## src/rtl/lc3_mem_port_arbiter.sv

```systemverilog
// ----------------------------------------------------------------------------
// lc3_mem_port_arbiter
//
// Purpose:
//   Shares one single-port unified memory between the fetch stage (instruction
//   requester) and the execute stage (data requester: LD/LDR, ST/STR, LDI, STI).
//   Indirect accesses (LDI/STI) run as two memory phases: a pointer read
//   followed by the real access at the pointer. Data requests win arbitration,
//   but after MAX_WAIT consecutive data grants with a fetch pending, the fetch
//   wins once.
//
// Ports:
//   clk, rst                clock (rising edge), asynchronous active-low reset
//   instr_req/instr_addr    fetch request (level) and PC
//   instr_dout              fetched word, valid while complete_instr=1
//   complete_instr          one-cycle fetch completion pulse
//   data_req/data_op        data request (level); op 00 rd, 01 wr, 10 LDI, 11 STI
//   data_addr/data_din      effective (or pointer) address and store data
//   data_dout               load data, valid while complete_data=1
//   complete_data           one-cycle data completion pulse
//   mem_state               0 data read, 1 pointer read, 2 data write, 3 idle/fetch
//   mem_en/mem_we           memory strobe and write enable
//   mem_addr/mem_wdata      memory address and write data
//   mem_rdata/mem_ack       memory read data and access-done handshake
// ----------------------------------------------------------------------------
module lc3_mem_port_arbiter #(
  parameter int DATA_W   = 16,
  parameter int MAX_WAIT = 4
) (
  input  logic              clk,
  input  logic              rst,
  input  logic              instr_req,
  input  logic [DATA_W-1:0] instr_addr,
  output logic [DATA_W-1:0] instr_dout,
  output logic              complete_instr,
  input  logic              data_req,
  input  logic [1:0]        data_op,
  input  logic [DATA_W-1:0] data_addr,
  input  logic [DATA_W-1:0] data_din,
  output logic [DATA_W-1:0] data_dout,
  output logic              complete_data,
  output logic [1:0]        mem_state,
  output logic              mem_en,
  output logic              mem_we,
  output logic [DATA_W-1:0] mem_addr,
  output logic [DATA_W-1:0] mem_wdata,
  input  logic [DATA_W-1:0] mem_rdata,
  input  logic              mem_ack
);

  typedef enum logic [2:0] {
    ST_IDLE  = 3'd0,
    ST_I_ACC = 3'd1,
    ST_D_PTR = 3'd2,
    ST_D_ACC = 3'd3,
    ST_RESP  = 3'd4
  } state_t;

  localparam logic [3:0] MAX_WAIT_C = 4'(MAX_WAIT);

  localparam logic [1:0] MS_READ  = 2'd0;
  localparam logic [1:0] MS_PTR   = 2'd1;
  localparam logic [1:0] MS_WRITE = 2'd2;
  localparam logic [1:0] MS_IDLE  = 2'd3;

  state_t            r_state;
  logic              r_is_data;     // the transaction in flight belongs to the data port
  logic [1:0]        r_op;
  logic [DATA_W-1:0] r_iaddr;
  logic [DATA_W-1:0] r_daddr;
  logic [DATA_W-1:0] r_din;
  logic [DATA_W-1:0] r_ptr;
  logic [3:0]        r_wait_cnt;
  logic [DATA_W-1:0] r_instr_dout;
  logic [DATA_W-1:0] r_data_dout;
  logic [1:0]        r_mem_state;

  logic              w_grant_data;
  logic [DATA_W-1:0] w_mem_addr;

  // Data wins unless a fetch has been waiting through MAX_WAIT data grants.
  assign w_grant_data = data_req && (!instr_req || (r_wait_cnt < MAX_WAIT_C));

  always_ff @(posedge clk or negedge rst) begin
    if (!rst) begin
      r_state      <= ST_IDLE;
      r_is_data    <= 1'b0;
      r_op         <= 2'b00;
      r_iaddr      <= '0;
      r_daddr      <= '0;
      r_din        <= '0;
      r_ptr        <= '0;
      r_wait_cnt   <= 4'd0;
      r_instr_dout <= '0;
      r_data_dout  <= '0;
      r_mem_state  <= MS_IDLE;
    end else begin
      case (r_state)
        ST_IDLE: begin
          if (w_grant_data) begin
            r_is_data <= 1'b1;
            r_op      <= data_op;
            r_daddr   <= data_addr;
            r_din     <= data_din;
            if (instr_req && (r_wait_cnt < MAX_WAIT_C)) begin
              r_wait_cnt <= r_wait_cnt + 4'd1;
            end
            if (data_op[1]) begin
              r_state     <= ST_D_PTR;
              r_mem_state <= MS_PTR;
            end else begin
              r_state     <= ST_D_ACC;
              r_mem_state <= data_op[0] ? MS_WRITE : MS_READ;
            end
          end else if (instr_req) begin
            r_is_data   <= 1'b0;
            r_iaddr     <= instr_addr;
            r_wait_cnt  <= 4'd0;
            r_state     <= ST_I_ACC;
            r_mem_state <= MS_IDLE;
          end else begin
            r_mem_state <= MS_IDLE;
          end
        end
        ST_I_ACC: begin
          if (mem_ack) begin
            r_instr_dout <= mem_rdata;
            r_state      <= ST_RESP;
          end
        end
        ST_D_PTR: begin
          if (mem_ack) begin
            r_ptr       <= mem_rdata;
            r_state     <= ST_D_ACC;
            r_mem_state <= r_op[0] ? MS_WRITE : MS_READ;
          end
        end
        ST_D_ACC: begin
          if (mem_ack) begin
            if (!r_op[0]) begin
              r_data_dout <= mem_rdata;
            end
            // mem_state keeps the data code through RESP
            r_state <= ST_RESP;
          end
        end
        ST_RESP: begin
          r_state     <= ST_IDLE;
          r_mem_state <= MS_IDLE;
        end
        default: begin
          r_state     <= ST_IDLE;
          r_mem_state <= MS_IDLE;
        end
      endcase
    end
  end

  // Address is a pure function of state and latched fields, so it stays
  // stable for the whole access regardless of requester activity.
  always_comb begin
    w_mem_addr = '0;
    case (r_state)
      ST_I_ACC: w_mem_addr = r_iaddr;
      ST_D_PTR: w_mem_addr = r_daddr;
      ST_D_ACC: w_mem_addr = r_op[1] ? r_ptr : r_daddr;
      default:  w_mem_addr = '0;
    endcase
  end

  assign mem_addr       = w_mem_addr;
  assign mem_en         = (r_state == ST_I_ACC) || (r_state == ST_D_PTR) || (r_state == ST_D_ACC);
  assign mem_we         = (r_state == ST_D_ACC) && r_op[0];
  assign mem_wdata      = r_din;
  assign mem_state      = r_mem_state;
  assign complete_instr = (r_state == ST_RESP) && !r_is_data;
  assign complete_data  = (r_state == ST_RESP) && r_is_data;
  assign instr_dout     = r_instr_dout;
  assign data_dout      = r_data_dout;

endmodule

```

## config.mk

```make
export PLATFORM = sky130hd
export DESIGN_NAME = lc3_mem_port_arbiter
export DESIGN_NICKNAME = d
export VERILOG_FILES = /design/src/rtl/lc3_mem_port_arbiter.sv
export SDC_FILE = /design/constraint.sdc
export NUM_CORES = 1
export LEC_CHECK = 0
export ABC_AREA = 1
export CORE_ASPECT_RATIO = 0.6
export CORE_MARGIN = 2
export CORE_UTILIZATION = 47
export CTS_CLUSTER_SIZE = 10
export DETAILED_ROUTE_END_ITERATION = 10
export GPL_TIMING_DRIVEN = 0
export PLACE_DENSITY = 0.84
export REMOVE_ABC_BUFFERS = 1
export SLEW_MARGIN = 20
export SYNTH_ARGS = -nofsm -noshare
export SYNTH_HDL_FRONTEND = slang
export SYNTH_SLANG_ARGS = --single-unit
```

## constraint.sdc

```tcl
create_clock -name clk -period 1.85 [get_ports clk]
set_clock_uncertainty 0.1 [all_clocks]
set_input_delay 0.37 -clock clk [delete_from_list [all_inputs] [get_ports clk]]
set_output_delay 0.37 -clock clk [all_outputs]
set_load 0.02 [all_outputs]
```

Word level (Yosys, flattened, before mapping). Cells that the tools add are included.

Flip-flop bits (word level): 108. Bits of input ports: 71. Output and inout port bits: 70. Logic and storage cells: 65.

Add/sub/neg operators: 1. $lt $le $gt $ge: 1. Eq/ne operators: 8. Muxes and demuxes: 19. Bitwise operators: 3. Reductions and logical operators: 22.

Operators with widths (number): case mux 16 bit (3 select lines) (1); 2-to-1 mux 16 bit (1); 2-to-1 mux 3 bit (4); 2-to-1 mux 4 bit (3); AND reduction 3 bit (4); 2-to-1 mux 2 bit (5); AND reduction 2 bit (5); case mux 3 bit (3 select lines) (1); equality test 3 x 2 -> 1 bit (second input constant) (2); case mux 2 bit (3 select lines) (1); logical AND 1 bit (5); adder 4 x 1 -> 4 bit (second input constant) (1); less-than comparator 4 x 3 -> 1 bit (second input constant) (1); inequality test 2 x 1 -> 1 bit (second input constant) (2); equality test 3 x 1 -> 1 bit (second input constant) (1); equality test 3 bit (second input constant) (1); logical NOT 3 bit (1); logical OR 1 bit (3); 2-to-1 mux 1 bit (3); inequality test 3 bit (second input constant) (1); NOT 1 bit (3); logical NOT 1 bit (2); inequality test 2 bit (second input constant) (1); nonzero test 2 bit (1); OR reduction 2 bit (1).

Depth between registers and ports, before layout. Gate-level depths: netlist of the first run.

Depth after elaboration: 5. Gate-level depth with buffers: 9.

Worst setup path after synthesis of the first run. No wires, ideal clock.

Kind: register to output. From: reg r_state[2]. To: out mem_addr[0]. Arrival time: 1.245 ns. Data required time: 1.380 ns. Path slack: 0.135 ns. Stages on the path, launching flop included: 5. Path buffers: 1. Cell sequence: dfrtp_1 nor2_4 nand2_1 buf_2 o211ai_1.

Word-level cells in the longest chain between the ends: 2. Elaborated cells on any way between the ends: 4.

Ends and longest elaborated chain: start: declaration (line 66) `state_t r_state;`; start signal: assignment (line 86) `r_state <= ST_IDLE;`; start signal: assignment (line 109) `r_state <= ST_D_PTR;`; start signal: assignment (line 112) `r_state <= ST_D_ACC;`; equality test 3 x 2 -> 1 bit / equality test 3 x 1 -> 1 bit (equally long branches) (line 163) `case (r_state)`; case mux 16 bit (3 select lines) (*) (line 163); end: declaration (line 45) `output logic [DATA_W-1:0] mem_addr,`.

Every way passes the cells marked *; elsewhere a longest branch is shown, timed or not.

Final worst setup path of the first run.
From: reg r_state[2]. To: out mem_addr[9].

The elaborated chain is that of the path after synthesis.

==> results of run 1 <==
worst min path at each step:
stage	from	end	slack (ns)	depth (start not counted)
floorplan	rst	data_dout[0]$_DFFE_PN0P_	-0.03	0
global placement	r_iaddr[7]$_DFFE_PN0P_	r_iaddr[7]$_DFFE_PN0P_	0.35	2
detailed placement	rst	data_dout[8]$_DFFE_PN0P_	0.29	1
CTS	r_iaddr[1]$_DFFE_PN0P_	r_iaddr[1]$_DFFE_PN0P_	0.38	2
global route	r_iaddr[10]$_DFFE_PN0P_	r_iaddr[10]$_DFFE_PN0P_	0.40	2
finish	r_iaddr[1]$_DFFE_PN0P_	r_iaddr[1]$_DFFE_PN0P_	0.38	2
stage by stage:
step	area [um2]	utilization	total power (W)
final	6980	0.706	0.0122
after global routing	6980	0.706	0.0129
after CTS	6790	0.687	0.0118
after detailed placement	6190	0.627	0.00922
after global placement	6160	0.624	0.00900
after floorplan	4590	-	0.00690
layer usage:
layer | routed length (um) | GRT usage | vias up | share of wire
met5 | 0 | 0 | - | 0
met4 | 250 | 0.0832 | 0 | 0.017
met3 | 1490 | 0.0922 | 25 | 0.099
met2 | 6730 | 0.426 | 215 | 0.45
met1 | 6560 | 0.347 | 2112 | 0.44
li1 | - | - | 2088 | -
synthesized netlist by cell type, drive strengths merged:
| cell | count |
|---|---|
| o21ai | 74 |
| clkbuf | 5 |
| nand4 | 1 |
| o211ai | 10 |
| dfrtp | 106 |
| dfstp | 2 |
| ha | 1 |
| o21bai | 1 |
| nand3 | 38 |
| nand2 | 233 |
| buf | 22 |
| inv | 44 |
| nor2 | 17 |
power breakdown:
part           total (W)  internal (W)  switching, W
logic            0.00616       0.00263       0.00353
registers        0.00417       0.00346      0.000709
clock network    0.00186      0.000963      0.000902
total             0.0122       0.00705       0.00514
cell usage in the layout, fill, tap and decap left out, types with 2 or more instances in the layout:
master and count:
dfstp_2 2, o211ai_1 10, dfrtp_1 103, o21ai_0 33, buf_6 9, clkdlybuf4s50_1 117, nor2_1 12, clkbuf_16 9
nor2_4 9, dlygate4sd2_1 2, clkinv_4 2, o21ai_2 16, buf_4 38, dfrtp_2 2, nand3_4 5, nand3_2 6
o21ai_1 23, nand2_2 10, nand2_1 217, inv_1 41, o21ai_4 2, inv_2 2, buf_2 2, nand3_1 29
nand2_4 5, inv_6 2, buf_12 2, nand2_8 2
registers in the layout, summed over array words and instances (netlist names):
signal,cells
r_daddr,16
r_wait_cnt,4
r_iaddr,16
r_op,2
r_state,3
data_dout,16
r_ptr,16
mem_state,2
r_is_data,1
instr_dout,16
mem_wdata,16
critical path: cells and delay by family, from the launching register on:
kind                   cells  cell delay, ns
AOI/OAI and AO/OA          1            0.21
buffers and inverters      3            0.42
DFF                        1            0.44
and+or+nand+nor            3            0.31
area by class of cell:
type                    instances  area, um2
fillers                       733       2900
clock inverters                 6       47.5
well taps                     135        169
clock buffers                  10        239
multi-input cells             382       1970
inverters                      44        173
repair buffers                172       1660
flip-flops and latches        108       2710
repair inverters                1       6.26
repair_timing:
action                                  4_1_cts  5_1_grt
endpoints found under the setup margin      106      109
hold buffers                                  1        0
cloned                                        6        2
hold endpoints to repair                     57        0
buffers inserted                             20       10
gates resized for setup                     134       22
pin swaps                                    11        9
logic make-up (layout without fill, tap and decap cells):
logic type	Yosys count	in the layout	share of synthesized area
AND/OR/NAND/NOR	289	296	0.249
flip-flops	108	108	0.564
AO/OA/AOI/OAI	85	85	0.108
buffers and inverters	71	233	0.0767
adder cells (fa/ha/maj)	1	1	0.00261
==> run_results.csv, run 1 <==
group,metric,value,unit
run_status,status,"finished with violations",
run_status,failed_checks,"setup timing",
die,num_io_pins,141,
synth,ys_types,22,
clock_network,cts_num_sinks,108,
worst_setup_path,crit_path_cell_trace,"inv_2 -> nand3_4 -> o21ai_4 -> buf_6 -> nand2_2 -> nand3_2 -> buf_6",
worst_setup_path,cp_slowest_cell,"dfrtp_1",
timing,worst_slack,-0.368,ns
die,dieArea,0.0111,mm2
synth,syn_area,0.00480,mm2
drt,dr.first_iter.drc_count,505,
timing,setup_tns,-6.40,ns
grt,grt_pass1_wl,22300,um
synth,yosys.area.top_type,"dfrtp_1",
worst_setup_path,crit_top_cell,"buf_6",
clock_network,cts_tree,"yes",
worst_setup_path,worstSetupEndpointType,"output port",
grt,grt_max_degree,61,
final_layout,instances_no_fill,858,
synth,synth_seq_cells,108,
timing,maxSlewViolCount,0,
worst_setup_path,reg2reg_from,"r_state[2]$_DFFE_PN0P_",
placement,io_buffers,140,
clock_network,clkTransAtPathRegs,0.07,ns
synth,ys_seq_area_frac,0.564,
worst_setup_path,rrSetupSlack,0.03,ns
timing,slew_headroom,0.606,
synth,netlist.area_leader.share,0.553,
grt,grt_antenna_before_repair,0,
timing,period_minus_slack,2.22,ns
timing,fmax,451,MHz
drt,routedWlPerCell,17.5,um
drt,routed_wl,15000,um
worst_setup_path,cp_data_arrival_time,1.75,ns
final_layout,areaGrowthSynthToFinish,45.4,%
placement,dpl.hpwl,8490,um
pwr,powerDensity,1750,mW/mm2
timing,hold_violations,0,
drt,ant_nets,0,
die,die_w,134,um
drt,drc,0,
placement,gp_routability_congestion,0.800,
final_layout,drive_above_1_share,0.183,
die,start_util,0.486,
die,die_h,82.3,um
pwr,irDropWorstVdd,873,uV
clock_network,htree_levels,3,
clock_network,clk_latency,0.35,ns
worst_setup_path,startpoint_type,"flip-flop",
timing,holdWs,0.376,ns
grt,overflow,0,
synth,synthTopCellsByArea,"dfrtp_1 55%, nand2_1 18%, nand3_1 3.7%, o21ai_0 3.4%, inv_1 3.3%",
worst_setup_path,crit_type,"reg2out",
grt,grt_pass1_vias,4329,
worst_setup_path,reg2reg_to,"r_ptr[7]$_DFFE_PN0P_",
flow_run,max_cap_viol_count,0,
drt,firstDrtPassIters,5,
placement,place_inst,803,
worst_setup_path,reg2reg_depth,4,
synth,synth_cells,554,
worst_hold_path,hp-class,"reg2reg",
timing,setup_violations,35,
worst_setup_path,required,1.38,ns
placement,dp_slack,-1.22,ns
drt,viasPerCell,5.17,
die,num_rows,28,
clock_network,clock_path_buffers,2,
drt,dr_total_vias,4440,
clock_network,cts_buffers,9,
worst_setup_path,crit_start,"r_state[2]$_DFFE_PN0P_",
die,fp.coreArea,0.00988,mm2
grt,grtUsageTotal,0.266,
timing,period_share,1.20,
worst_setup_path,setup.worst_path.end,"mem_addr[9]",
clock_network,clockRootBuffer,"clkbuf_16",
synth,avgSynthCellArea,8.66,um2
timing,worst_slew_pin_slew,0.590,ns
final_layout,antennaDiodeCount,0,
pwr,leakage,3.39,nW
worst_setup_path,crit_fanout,4,
synth,yosys_warnings,0,
final_layout,nNetsFinal,790,
worst_setup_path,critPathMaxStageDelay,0.44,ns
timing,rsz0062_at_grt,"true",
Note: power is estimated with default switching activity, not from simulation.
==> run 2: changes to the inputs <==
- ABC_AREA: 1 -> 0
- SKIP_CTS_REPAIR_TIMING: unset -> 1
- SLEW_MARGIN: 20 -> unset
==> run_results.csv, run 2 <==
group,metric,value,unit
run_status,status,"finished with violations",
run_status,failed_checks,"setup timing",
synth,synthTopCellsByArea,"dfrtp_1 57%, mux2_2 22%, mux2_4 2.9%, o21ai_0 1.7%, a221o_1 1.3%",
drt,firstDrtPassIters,4,
timing,period_share,1.27,
final_layout,layout_commonest_cell,"clkdlybuf4s50_1",
synth,synthTopCellsByCount,"106 x dfrtp_1, 89 x mux2_2, 16 x o21ai_0",
worst_setup_path,reg2reg_from,"r_state[0]$_DFFE_PN0P_",
pwr,power,0.0132,W
worst_setup_path,crit_fanout,7,
timing,rsz0062_at_grt,"true",
pwr,p_sw,0.00473,W
final_layout,instances_no_fill,637,
worst_setup_path,critPathTopFamily,"flip-flops",
pwr,power_frac_seq,0.332,
final_layout,final_area,0.00708,mm2
drt,viasPerCell,5.50,
worst_hold_path,hold-path-endpoint,"r_ptr[3]$_DFFE_PN0P_",
clock_network,cts_tree,"yes",
timing,worst_slack,-0.495,ns
clock_network,cts_buffers,9,
synth,avgSynthCellArea,13.9,um2
clock_network,clock_path_buffers,2,
worst_hold_path,worstHoldPathCells,1,
synth,synthArstFlopShare,1.00,
synth,synth_cells,332,
clock_network,clk_latency,0.35,ns
pwr,p_int,0.00842,W
die,start_util,0.494,
grt,grt_pass1_vias,3311,
worst_setup_path,startpoint_type,"flip-flop",
die,dieArea,0.0107,mm2
synth,synth_edf_count,0,
synth,synth_seq_cells,108,
grt,grt_antenna_before_repair,0,
drt,routedWlPerCell,20.9,um
pwr,irDropWorstVdd,930,uV
worst_setup_path,critPathMaxStageDelay,0.53,ns
synth,syn_area,0.00463,mm2
pwr,p_sw_frac,0.360,
worst_setup_path,crit_top_cell,"buf_6",
final_layout,drive_above_1_share,0.402,
synth,netlist.area_leader.share,0.573,
die,fp.coreArea,0.00936,mm2
drt,dr_total_vias,3503,
worst_setup_path,worstSetupEndpointType,"output port",
synth,ys_seq_area_frac,0.585,
worst_setup_path,rrSetupSlack,-0.43,ns
drt,dr.first_iter.drc_count,161,
placement,gp_routability_congestion,0.783,
worst_setup_path,crit_type,"reg2out",
worst_hold_path,min_from,"r_ptr[3]$_DFFE_PN0P_",
worst_hold_path,hp-class,"reg2reg",
placement,io_buffers,140,
timing,hold_violations,0,
drt,ant_nets,0,
final_layout,areaGrowthSynthToFinish,53.0,%
worst_setup_path,reg2reg_to,"r_iaddr[2]$_DFFE_PN0P_",
die,num_rows,27,
die,die_h,80.9,um
grt,grt_max_degree,61,
clock_network,htree_levels,3,
die,die_w,132,um
drt,drc,0,
final_layout,nNetsFinal,574,
placement,placed_cell_area,0.00611,mm2
synth,dominantRegCellSynth,"dfrtp_1",
final_layout,nFillCells,605,
grt,grtUsageTotal,0.215,
worst_setup_path,cp_data_arrival_time,1.88,ns
timing,fmax,426,MHz
pwr,leakage,3.13,nW
synth,synth.most_common_cell,"dfrtp_1",
timing,maxSlewViolCount,0,
pwr,powerDensity,1860,mW/mm2
timing,slew_headroom,0.553,
worst_setup_path,crit_start,"r_state[1]$_DFFE_PN0P_",
final_layout,antennaDiodeCount,0,
pwr,clockPowerShare,0.142,
worst_setup_path,cp_slowest_cell,"dfrtp_4",
timing,worst_slew_pin_slew,0.671,ns
grt,grt_pass1_wl,17700,um
clock_network,clockRootBuffer,"clkbuf_16",
flow_run,max_cap_viol_count,0,
placement,dpl.hpwl,7760,um
grt,overflow,0,
worst_setup_path,critical_path_buf_inv_count,2,
synth,yosys_warnings,0,
worst_setup_path,required,1.38,ns
clock_network,cts_num_sinks,108,
worst_setup_path,crit_path_cell_trace,"a21boi_4 -> buf_6 -> and2_4 -> a221o_1 -> buf_6",
synth,ys_types,44,
synth,yosys.area.top_type,"dfrtp_1",
worst_setup_path,reg2reg_depth,5,
timing,setup_tns,-18.01,ns
timing,period_minus_slack,2.35,ns
final_layout,mostFrequentLayoutCells,"111 x clkdlybuf4s50_1, 102 x dfrtp_1, 57 x mux2_2",
die,num_io_pins,141,
drt,routed_wl,13300,um
timing,setup_violations,101,
clock_network,clkTransAtPathRegs,0.07,ns
placement,place_inst,585,
pwr,combPwrFrac,0.526,
final_layout,final_util,0.757,
run 2: cell count changes in the layout (fill, tap and decap cells not counted), sizes merged, moves of 14 or more:
cell   previous run  this run
nand2           234        14
o21ai            74        17
inv              47         6
nand3            40         2
nor2             21         7
mux2              0        98
run 2: metal layers:
| layer | global-route usage | vias to the layer above | share of wire |
|---|---|---|---|
| met1 | 0.287 | 1797 | 0.44 |
| met3 | 0.0743 | 17 | 0.081 |
| li1 | - | 1538 | - |
| met4 | 0.0609 | 0 | 0.015 |
| met5 | 0 | - | 0 |
| met2 | 0.340 | 151 | 0.46 |
run 2: worst max-delay path by stage:
stage | to | slack, ns | cells past startpoint
final | mem_addr[12] | -0.50 | 5
after global routing | mem_addr[11] | -0.53 | 5
after CTS | mem_addr[3] | -1.74 | 5
after detailed placement | mem_addr[12] | -1.36 | 5
after global placement | mem_wdata[0]$_DFFE_PN0P_ | -3.66 | 1
after floorplan | mem_addr[0] | -0.72 | 3
run 2: cell type report:
class	count	area [um2]	share of cell area
Clock buffer	13	270	0.0382
Clock inverter	3	20.0	0.00283
Inverter	6	22.5	0.00318
Multi-Input combinational cell	202	2070	0.292
Sequential cell	108	2720	0.384
Tap cell	130	163	0.0230
Timing Repair Buffer	175	1820	0.257
run 2: cells by family (layout without fill, tap and decap cells):
| logic type | Yosys count | count (layout) | synth area share |
|---|---|---|---|
| compound gates | 45 | 45 | 0.0673 |
| fa+ha+maj | 1 | 1 | 0.00270 |
| buf+inv | 25 | 197 | 0.0284 |
| flops | 108 | 108 | 0.585 |
| mux | 98 | 98 | 0.246 |
| simple gates | 55 | 58 | 0.0711 |
run 2: worst register-to-register path: cells and delay by family (launching register included):
kind / cells / cell delay (ns)
muxes: 1 / 0.36
and+or+nand+nor: 1 / 0.57
AOI/OAI and AO/OA: 1 / 0.17
buffers and inverters: 2 / 0.42
DFF: 1 / 0.55
run 2: power by group through the flow:
| stage | registers, W | clock network (W) | logic, W |
|---|---|---|---|
| after global placement | 0.00433 | 0 | 0.00540 |
| final | 0.00437 | 0.00187 | 0.00692 |
| after detailed placement | 0.00440 | 0 | 0.00553 |
| after CTS | 0.00437 | 0.00189 | 0.00556 |
| after global routing | 0.00451 | 0.00199 | 0.00731 |
| after floorplan | 0.00488 | 0 | 0.00250 |
run 2: per-stage QoR:
| stage | hold WS [ns] | worst slack [ns] |
|---|---|---|
| after floorplan | -0.0256 | -0.723 |
| after global placement | 0.370 | -3.66 |
| after detailed placement | 0.344 | -1.36 |
| after CTS | -0.0304 | -1.74 |
| after global routing | 0.419 | -0.528 |
| final | 0.405 | -0.495 |
==> run 3: changes to the inputs <==
- clock period: 1.85 -> 2.55 ns (I/O delays scaled with it)
==> run_results.csv, run 3 (synthesized netlist as in run 2, its figures left out) <==
group,metric,value,unit
final_layout,antennaDiodeCount,0,
placement,place_inst,585,
timing,hold_violations,0,
timing,worst_slack,0.0152,ns
worst_setup_path,worstSetupEndpointType,"output port",
drt,viasPerCell,5.31,
final_layout,drive_above_1_share,0.310,
worst_setup_path,critical_path_buf_inv_count,2,
worst_setup_path,rrSetupSlack,0.10,ns
worst_setup_path,reg2reg_from,"r_state[2]$_DFFE_PN0P_",
timing,period_share,0.994,
worst_setup_path,critPathTopFamily,"compound AO/OA/AOI/OAI gates",
final_layout,final_util,0.699,
timing,rsz0062_at_grt,"true",
drt,dr.first_iter.drc_count,170,
grt,grtUsageTotal,0.215,
clock_network,clock_path_buffers,2,
final_layout,instances_no_fill,608,
die,dieArea,0.0107,mm2
placement,io_buffers,140,
timing,holdWs,0.0842,ns
worst_hold_path,hp-class,"in2async",
final_layout,layout_commonest_cell,"clkdlybuf4s50_1",
clock_network,cts_num_sinks,108,
final_layout,nNetsFinal,545,
drt,routed_wl,11300,um
worst_setup_path,required,1.94,ns
clock_network,clk_latency,0.34,ns
die,num_rows,27,
worst_setup_path,startpoint_type,"flip-flop",
worst_setup_path,critPathMaxStageDelay,0.51,ns
placement,dp_slack,-0.795,ns
grt,overflow,0,
drt,ant_nets,0,
flow_run,max_cap_viol_count,0,
pwr,irDropWorstVdd,613,uV
worst_setup_path,cp_slowest_cell,"dfrtp_4",
final_layout,nFillCells,680,
worst_setup_path,cp_data_arrival_time,1.92,ns
grt,grt_antenna_before_repair,0,
grt,grt_pass1_wl,17700,um
final_layout,mostFrequentLayoutCells,"120 x clkdlybuf4s50_1, 103 x dfrtp_1, 88 x mux2_2",
drt,firstDrtPassIters,4,
drt,drc,0,
worst_setup_path,crit_type,"reg2out",
drt,routedWlPerCell,18.6,um
final_layout,areaGrowthSynthToFinish,41.3,%
grt,grt_max_degree,61,
pwr,leakage,2.93,nW
timing,fmax,395,MHz
placement,dpl.hpwl,7760,um
clock_network,cts_tree,"yes",
die,start_util,0.494,
timing,period_minus_slack,2.53,ns
die,num_io_pins,141,
worst_setup_path,reg2reg_depth,4,
clock_network,clkTransAtPathRegs,0.06,ns
worst_setup_path,crit_fanout,7,
timing,maxSlewViolCount,0,
drt,dr_total_vias,3226,
grt,grt_pass1_vias,3311,
clock_network,clockRootBuffer,"clkbuf_16",
run_status,status,"completed",
worst_setup_path,reg2reg_to,"data_dout[3]$_DFFE_PN0P_",
clock_network,htree_levels,3,
timing,setup_violations,0,
placement,gp_routability_congestion,0.783,
die,die_w,132,um
timing,slew_headroom,0.411,
pwr,powerDensity,1320,mW/mm2
worst_setup_path,crit_path_cell_trace,"a21boi_4 -> buf_6 -> and2_4 -> a221o_1 -> clkbuf_2",
timing,worst_slew_pin_slew,0.880,ns
die,die_h,80.9,um
die,fp.coreArea,0.00936,mm2
clock_network,cts_buffers,9,
pwr,power,0.00862,W
run 3: worst max path at each step:
stage | start | to | slack [ns] | cells past startpoint
6_report | r_state[1]$_DFFE_PN0P_ | mem_addr[12] | 0.02 | 5
3_3_place_gp | rst | mem_wdata[0]$_DFFE_PN0P_ | -3.10 | 1
3_5_place_dp | r_state[1]$_DFFE_PN0P_ | mem_addr[12] | -0.80 | 5
2_1_floorplan | r_state[1]$_DFFE_PN0P_ | mem_addr[0] | -0.16 | 3
5_1_grt | r_state[1]$_DFFE_PN0P_ | mem_addr[12] | -0.03 | 5
4_1_cts | r_state[1]$_DFFE_PN0P_ | mem_addr[3] | -1.18 | 5
run 3: layer usage:
layer  GRT usage  routed length, um
met4      0.0609                133
met1       0.287               5040
met3      0.0743                943
met2       0.340               5210
met5           0                  0
run 3: layout make-up:
type	instances	area, um2	share of cell area
Inverter	6	22.5	0.00344
Tap cell	130	163	0.0249
Timing Repair Buffer	149	1510	0.232
Clock buffer	13	270	0.0413
Clock inverter	3	20.0	0.00306
Sequential cell	108	2720	0.415
Multi-Input combinational cell	199	1830	0.280
run 3: report_power, final:
part | total (W) | internal [W] | switching [W]
Clock | 0.00135 | 0.000742 | 0.000604
Combinational | 0.00416 | 0.00220 | 0.00195
Sequential | 0.00312 | 0.00260 | 0.000522
Total | 0.00862 | 0.00554 | 0.00308
run 3: stage by stage:
step	area (um2)	TNS, ns
2_1_floorplan	4520	-0.962
3_3_place_gp	6080	-384.08
3_5_place_dp	6110	-45.25
4_1_cts	6400	-29.64
5_1_grt	6540	-0.254
6_report	6540	0
